--- src/rtl/wb_stage.sv ---
`default_nettype none
// ============================================================================
// Module : wb_stage
// Registered writeback stage: source select, load-response wait, kill/x0
// write gating, forwarding qualifier and retired-instruction counter.
// Rev    : 1.0
// ============================================================================
module wb_stage #(
    parameter int DATA_WIDTH = 32,
    parameter int NUM_SRC    = 4,
    parameter int SEL_WIDTH  = 2,
    parameter int MEM_IDX    = 1,
    parameter int CNT_WIDTH  = 32
) (
    input  logic                          clk,
    input  logic                          rst,
    input  logic                          in_valid,
    output logic                          in_ready,
    input  logic [NUM_SRC*DATA_WIDTH-1:0] src_data,
    input  logic [SEL_WIDTH-1:0]          wb_sel,
    input  logic                          reg_write_in,
    input  logic                          kill_wb,
    input  logic [4:0]                    rd_in,
    input  logic                          mem_rvalid,
    input  logic [DATA_WIDTH-1:0]         mem_rdata,
    output logic                          rd_we,
    output logic [4:0]                    rd_addr,
    output logic [DATA_WIDTH-1:0]         rd_wdata,
    output logic                          fwd_valid,
    output logic [CNT_WIDTH-1:0]          retire_count,
    output logic                          busy
);

    typedef enum logic [0:0] {
        ST_IDLE     = 1'b0,
        ST_WAIT_MEM = 1'b1
    } state_t;

    localparam logic [SEL_WIDTH-1:0] c_mem_sel = SEL_WIDTH'(MEM_IDX);
    localparam logic [CNT_WIDTH-1:0] c_cnt_one = CNT_WIDTH'(1);

    state_t                r_state;
    state_t                w_state_nxt;
    logic                  r_rd_we;
    logic [4:0]            r_rd_addr;
    logic [DATA_WIDTH-1:0] r_rd_wdata;
    logic [CNT_WIDTH-1:0]  r_cnt;
    logic [4:0]            r_p_rd;
    logic                  r_p_we;
    logic                  r_p_kill;

    logic [DATA_WIDTH-1:0] w_src [NUM_SRC];
    logic [DATA_WIDTH-1:0] w_src_val;
    logic                  w_commit;
    logic                  w_latch;
    logic [4:0]            w_c_rd;
    logic                  w_c_req;
    logic                  w_c_kill;
    logic [DATA_WIDTH-1:0] w_c_data;

    for (genvar g = 0; g < NUM_SRC; g++) begin : g_src
        assign w_src[g] = src_data[g*DATA_WIDTH +: DATA_WIDTH];
    end

    // Selects beyond NUM_SRC match no source and fall through to zero.
    always_comb begin
        w_src_val = '0;
        for (int i = 0; i < NUM_SRC; i++) begin
            if (wb_sel == SEL_WIDTH'(i)) begin
                w_src_val = w_src[i];
            end
        end
    end

    always_comb begin
        w_state_nxt = r_state;
        w_commit    = 1'b0;
        w_latch     = 1'b0;
        w_c_rd      = rd_in;
        w_c_req     = reg_write_in;
        w_c_kill    = kill_wb;
        w_c_data    = w_src_val;
        case (r_state)
            ST_IDLE: begin
                if (in_valid) begin
                    if (wb_sel == c_mem_sel) begin
                        if (mem_rvalid) begin
                            w_commit = 1'b1;
                            w_c_data = mem_rdata;
                        end else begin
                            w_latch     = 1'b1;
                            w_state_nxt = ST_WAIT_MEM;
                        end
                    end else begin
                        w_commit = 1'b1;
                    end
                end
            end
            ST_WAIT_MEM: begin
                // A kill arriving on the response cycle still cancels the load.
                w_c_rd   = r_p_rd;
                w_c_req  = r_p_we;
                w_c_kill = r_p_kill | kill_wb;
                w_c_data = mem_rdata;
                if (mem_rvalid) begin
                    w_commit    = 1'b1;
                    w_state_nxt = ST_IDLE;
                end
            end
            default: w_state_nxt = ST_IDLE;
        endcase
    end

    always_ff @(posedge clk or posedge rst) begin
        if (rst) begin
            r_state    <= ST_IDLE;
            r_rd_we    <= 1'b0;
            r_rd_addr  <= '0;
            r_rd_wdata <= '0;
            r_cnt      <= '0;
            r_p_rd     <= '0;
            r_p_we     <= 1'b0;
            r_p_kill   <= 1'b0;
        end else begin
            r_state <= w_state_nxt;
            r_rd_we <= w_commit && w_c_req && !w_c_kill && (w_c_rd != 5'd0);
            if (w_commit) begin
                r_rd_addr  <= w_c_rd;
                r_rd_wdata <= w_c_data;
                if (!w_c_kill) begin
                    r_cnt <= r_cnt + c_cnt_one;
                end
            end
            if (w_latch) begin
                r_p_rd   <= rd_in;
                r_p_we   <= reg_write_in;
                r_p_kill <= kill_wb;
            end else if (r_state == ST_WAIT_MEM) begin
                r_p_kill <= r_p_kill | kill_wb;
            end
        end
    end

    assign in_ready     = (r_state == ST_IDLE);
    assign busy         = (r_state == ST_WAIT_MEM);
    assign rd_we        = r_rd_we;
    assign fwd_valid    = r_rd_we;
    assign rd_addr      = r_rd_addr;
    assign rd_wdata     = r_rd_wdata;
    assign retire_count = r_cnt;

endmodule
`default_nettype wire

--- config.mk ---
export PLATFORM = sky130hd
export DESIGN_NAME = wb_stage
export DESIGN_NICKNAME = d
export VERILOG_FILES = /design/src/rtl/wb_stage.sv
export SDC_FILE = /design/constraint.sdc
export NUM_CORES = 1
export LEC_CHECK = 0
export BUFFER_PORTS_ARGS = -buffer_cell sky130_fd_sc_hd__buf_4
export CAP_MARGIN = 20
export CORE_MARGIN = 10
export CORE_UTILIZATION = 45
export CTS_CLUSTER_SIZE = 12
export DETAILED_ROUTE_END_ITERATION = 6
export PLACE_DENSITY_LB_ADDON = 0.25
export SYNTH_ARGS = -nofsm -noshare
export SYNTH_HDL_FRONTEND = slang
export SYNTH_SLANG_ARGS = --single-unit
export TNS_END_PERCENT = 20
--- constraint.sdc ---
create_clock -name clk -period 2.85 [get_ports clk]
set_input_delay 0.4275 -clock clk [delete_from_list [all_inputs] [get_ports clk]]
set_output_delay 0.4275 -clock clk [all_outputs]
set_load 0.005 [all_outputs]
==> results of run 1 <==
-- worst max-delay path: stages, from the launching register on --
cell,delay [ps]
dfrtp_1,680
mux2_2,320
nand3_4,160
nor4b_4,580
nand4_1,220
xnor2_1,180
-- through the flow --
step                total power (uW)  instance area (sq um)  setup slack (ps)  instances  hold slack [ps]
floorplan                       1770                   4340               427        364              465
global placement                2270                   6280               743        723              460
detailed placement              2300                   6280               640        723              464
CTS                             3220                   6500               616        739              103
global route                    3370                   6500               389        739              120
finish                          3180                   6500               587        739              105
-- state kept, by name (all words and copies together) (netlist names) --
signal,count
busy,1
r_p_we,1
rd_addr,5
retire_count,32
rd_wdata,32
r_p_rd,5
r_p_kill,1
fwd_valid,1
-- final timing paths --
kind                                   from          endpoint  slack, ps  depth (start not counted)
min                                     rst       rd_wdata[2]        100                          2
max reg2reg                            busy  retire_count[22]        590                          5
max in group asynchronous               rst  retire_count[21]       2030                          3
min reg2reg                retire_count[31]  retire_count[31]        470                          1
min in group clk                 mem_rvalid              busy        290                          2
max                                    busy  retire_count[22]        590                          5
-- cell usage in the layout, fill, tap and decap left out, types with 2 or more instances in the layout --
cell,Yosys,layout
inv_1,3,2
and4_1,2,2
clkinv_2,0,2
nor3_1,6,6
nor2_1,6,6
bufinv_16,0,2
and3_1,7,7
nand3_1,14,14
xor2_1,14,14
dfrtp_1,78,78
mux4_2,32,32
mux2i_1,38,38
buf_4,2,252
a21oi_1,2,2
nand2_1,51,50
o211ai_1,2,2
nand4_1,9,9
xnor2_1,17,17
or4_1,2,2
o21ai_0,38,38
clkbuf_8,0,10
nor4_1,4,4
mux2_2,7,7
-- metal layers --
layer  wire, microns  part of all wire, %
met1            5090                   34
met2            8080                   53
met3            1600                   11
met4             347                  2.3
met5               0                    0
-- cell usage after synthesis, drive strengths merged --
master	n
dfrtp	78
nand2	51
mux2i	38
o21ai	38
mux4	32
xnor2	17
buf	16
nand3	15
xor2	14
nand4	9
and3	7
mux2	7
clkbuf	6
nor2	6
nor3	6
nor4	4
a21oi	3
inv	3
and4	2
o211ai	2
or4	2
a31o	1
and2	1
and4bb	1
ha	1
nand3b	1
nor2b	1
nor4b	1
or3b	1
-- power groups by stage --
stage          clock network (uW)  registers (uW)  logic (uW)
6_report                      917            1410         854
5_1_grt                       989            1440         942
4_1_cts                       937            1410         872
3_5_place_dp                    0            1430         873
3_3_place_gp                    0            1420         854
2_1_floorplan                   0            1410         361
-- cell families after synthesis --
kind of cell | Yosys count | synth area share, %
adder cells (fa/ha/maj) | 1 | 0.289
flip-flops | 78 | 45.0
AND/OR/NAND/NOR | 108 | 12.8
multiplexers | 77 | 27.2
AO/OA/AOI/OAI | 44 | 5.54
XOR/XNOR | 31 | 6.26
buffers and inverters | 25 | 2.89
-- cell type report --
cell class	count	area (sq um)
fillers	704	2830
multi-input cells	261	2260
flip-flops and latches	78	1950
repair buffers	252	1890
well taps	129	161
clock buffers	11	141
clock inverters	5	81.3
inverters	3	12.5
==> impl_metrics.json, run 1 <==
{
  "min_period_ps": 2260,
  "firstDrtPassIters": 4,
  "finalMaxSlewViolations": 0,
  "p_comb_share_pct": 26.8,
  "initial_utilization_pct": 46.5,
  "p_leak_uw": 0.00313,
  "synthCells": 364,
  "p_per_area_mw_per_mm2": 490,
  "drtIter0Drc": 183,
  "synth_top_area_share_pct": 45.0,
  "peakVddDrop_v": 0.000367,
  "routed-via-count": 3866,
  "htree_levels": 3,
  "ys_top_cells_by_area": "dfrtp_1, mux4_2, mux2i_1",
  "power.internal_uw": 2310,
  "sw_frac_of_total_pct": 27.4,
  "grt_overflow": 0,
  "num_rows": 35,
  "grt_max_degree": 39,
  "cts_hold_buffers": 0,
  "hpwl_mm": 12.8,
  "antenna_found_initial": 0,
  "core-area_sq_mm": 0.00933,
  "use_met1_pct": 20.6,
  "numCtsBuffers": 9,
  "start_kind": "flip-flop",
  "yosysUniqueCellTypes": 33,
  "grtUsageMet2_pct": 38.6,
  "syn_area_sq_mm": 0.00434,
  "syn_to_final_growth_pct": 50.0,
  "cts-root-buf": "clkbuf_8",
  "required_ps": 3060,
  "clk_pin_slew_worst_paths_ps": 80,
  "drcViolationCount": 0,
  "ant_nets": 0,
  "tns_ps": 0,
  "wire_per_inst_microns": 20.4,
  "status": "finished, final reports clean",
  "clk_path_buf_depth": 2,
  "hp-class": "in -> async",
  "rsz0062_at_grt": "false",
  "skew_ps": 10.7,
  "pwr-share-clk_pct": 28.8,
  "fmax_ghz": 0.442,
  "synth_warnings": 0,
  "hold_violations": 0,
  "grt_use_total_pct": 21.1,
  "pwr-share-seq_pct": 44.4,
  "switchingPower_uw": 873,
  "postCtsSetupRepairBufs": 0,
  "synth-seq-cells": 78,
  "num_antenna_cells": 0,
  "die_width_microns": 118,
  "drive_above_1_share_pct": 51.3,
  "clk_latency_ps": 330,
  "fin_util_pct": 69.7,
  "crit_fanout": 12,
  "dieArea_sq_mm": 0.0140,
  "portBuffers": 245,
  "cts_tree": "done",
  "worst_ep_arrival_time_ps": 2480,
  "grt_use_met3_pct": 9.71,
  "globalplace.congestion": 0.882,
  "cts_resized": 0,
  "vias_per_cell": 5.23,
  "yosysTopAreaCell": "dfrtp_1",
  "maxCapViolations": 0,
  "die_h_microns": 118,
  "wl_mm": 15.1,
  "top_usage_layer": "met2",
  "endpoint_kind": "flip-flop",
  "synth.avg_cell_area_sq_um": 11.9,
  "yosysSeqAreaShare_pct": 45.0,
  "grt_pass1_vias": 4339,
  "slew_headroom_pct": 60.0,
  "nNetsFinal": 779,
  "grt_pass1_wl_mm": 23.7,
  "worstMarginPinSlew_ps": 600,
  "critical_path_class": "reg -> reg",
  "synth_fp_nets": 538,
  "period_share_pct": 79.4,
  "cts_num_sinks": 78,
  "ios": 246,
  "setup_violations": 0
}
Note: power is estimated with default switching activity, not from simulation.
==> run 2, diff against run 1 <==
clock period = 2.2 ns   (was 2.85 ns; I/O delays follow)
==> impl_metrics.json, run 2 (synthesis gave the netlist of run 1 again) <==
{
  "setup_violations": 0,
  "p_leak_uw": 0.00313,
  "grt_use_met3_pct": 10.3,
  "wire_per_inst_microns": 20.5,
  "p_comb_share_pct": 28.0,
  "switchingPower_uw": 1130,
  "postCtsSetupRepairBufs": 0,
  "grt_use_total_pct": 21.2,
  "num_antenna_cells": 0,
  "grt_pass1_wl_mm": 23.6,
  "pwr-share-clk_pct": 26.5,
  "vias_per_cell": 5.33,
  "cts_tree": "done",
  "cts_hold_buffers": 0,
  "sw_frac_of_total_pct": 28.2,
  "hp-class": "in -> async",
  "grtUsageMet2_pct": 38.5,
  "fmax_ghz": 0.515,
  "die_h_microns": 118,
  "clk_latency_ps": 340,
  "syn_to_final_growth_pct": 50.2,
  "dieArea_sq_mm": 0.0140,
  "initial_utilization_pct": 46.5,
  "endpoint_kind": "flip-flop",
  "slowest_delay_ps": 570,
  "globalplace.congestion": 0.879,
  "setup_ws_ps": 259,
  "final_common_cell": "buf_4",
  "cts_resized": 0,
  "worst_ep_arrival_time_ps": 2160,
  "firstDrtPassIters": 4,
  "use_met1_pct": 20.7,
  "peakVddDrop_v": 0.000466,
  "period_share_pct": 88.2,
  "final_cell_mix": "buf_4, dfrtp_1, nand2_1",
  "worstMarginPinSlew_ps": 530,
  "nNetsFinal": 779,
  "grt_pass1_vias": 4397,
  "drtIter0Drc": 205,
  "routed-via-count": 3938,
  "portBuffers": 245,
  "ios": 246,
  "wl_mm": 15.2,
  "grt_overflow": 0,
  "clk_path_buf_depth": 2,
  "skew_ps": 15.7,
  "grt_max_degree": 79,
  "tns_ps": 0,
  "critPathSlowestCell": "nor4b_4",
  "htree_levels": 3,
  "die_width_microns": 118,
  "power.internal_uw": 2890,
  "ant_nets": 0,
  "antenna_found_initial": 0,
  "clk_pin_slew_worst_paths_ps": 80,
  "pwr-share-seq_pct": 45.5,
  "drive_above_1_share_pct": 51.0,
  "p_per_area_mw_per_mm2": 617,
  "top_usage_layer": "met2",
  "rsz0062_at_grt": "false",
  "num_rows": 35,
  "cts_num_sinks": 78,
  "start_kind": "flip-flop",
  "crit_chain": "mux2_2 -> nand3_4 -> nor4b_4 -> nand4_1 -> xnor2_1",
  "slew_headroom_pct": 64.4,
  "finalMaxSlewViolations": 0,
  "pre_cts_slack_ps": 243,
  "core-area_sq_mm": 0.00933,
  "numCtsBuffers": 9,
  "maxCapViolations": 0,
  "fin_hold_ws_ps": 89.8,
  "required_ps": 2420,
  "hpwl_mm": 12.5,
  "min_period_ps": 1940,
  "crit_fanout": 10,
  "cts-root-buf": "clkbuf_8",
  "drcViolationCount": 0,
  "critical_path_class": "reg -> reg",
  "status": "finished, final reports clean",
  "nFillCells": 695,
  "hold_violations": 0
}
[run 2: changes by cell type in the layout (fill, tap and decap cells not counted), sizes merged]
cell and change:
inv -1, clkbuf +2, bufinv -1
[run 2: cell type report]
cell class | count | area [sq um] | area share (%)
clock buffers | 13 | 149 | 2.29
clock inverters | 3 | 43.8 | 0.673
inverters | 3 | 15.0 | 0.231
multi-input cells | 261 | 2260 | 34.7
flip-flops and latches | 78 | 1950 | 30.0
well taps | 129 | 161 | 2.48
repair buffers | 252 | 1930 | 29.6
[run 2: stage by stage]
stage | utilization (%) | area, sq um | instances | total power (uW)
CTS | 69.8 | 6510 | 739 | 4060
floorplan | - | 4340 | 364 | 2300
finish | 69.8 | 6510 | 739 | 4020
detailed placement | 67.7 | 6320 | 723 | 3000
global placement | 67.7 | 6320 | 723 | 2950
global route | 69.8 | 6510 | 739 | 4250
[run 2: power groups by stage]
stage / combinational [uW] / clock, uW / sequential [uW]
after floorplan: 468 / 0 / 1830
after global placement: 1120 / 0 / 1840
after detailed placement: 1140 / 0 / 1850
after CTS: 1140 / 1090 / 1830
after global routing: 1240 / 1150 / 1860
final: 1120 / 1070 / 1830
[run 2: worst max-delay path, delay by kind of cell, from the launching register on]
kind                      cells  cell delay (ps)
and+or+nand+nor               3              910
muxes                         1              300
xor gates and xnor gates      1              170
DFF                           1              430
[run 2: metal layers]
layer / vias to the layer above / wire (microns)
li1: 1829 / -
met1: 1920 / 5020
met2: 165 / 8080
met3: 24 / 1720
met5: - / 0
met4: 0 / 344
[run 2: worst paths after layout]
kind	from	end	slack (ps)	cells after the start
min in group clk	mem_rvalid	busy	190	2
max reg2reg	busy	retire_count[20]	260	5
max	busy	retire_count[20]	260	5
min reg2reg	retire_count[31]	retire_count[31]	470	1
min	rst	rd_addr[0]	90	3
max in group asynchronous	rst	rd_wdata[12]	1780	3
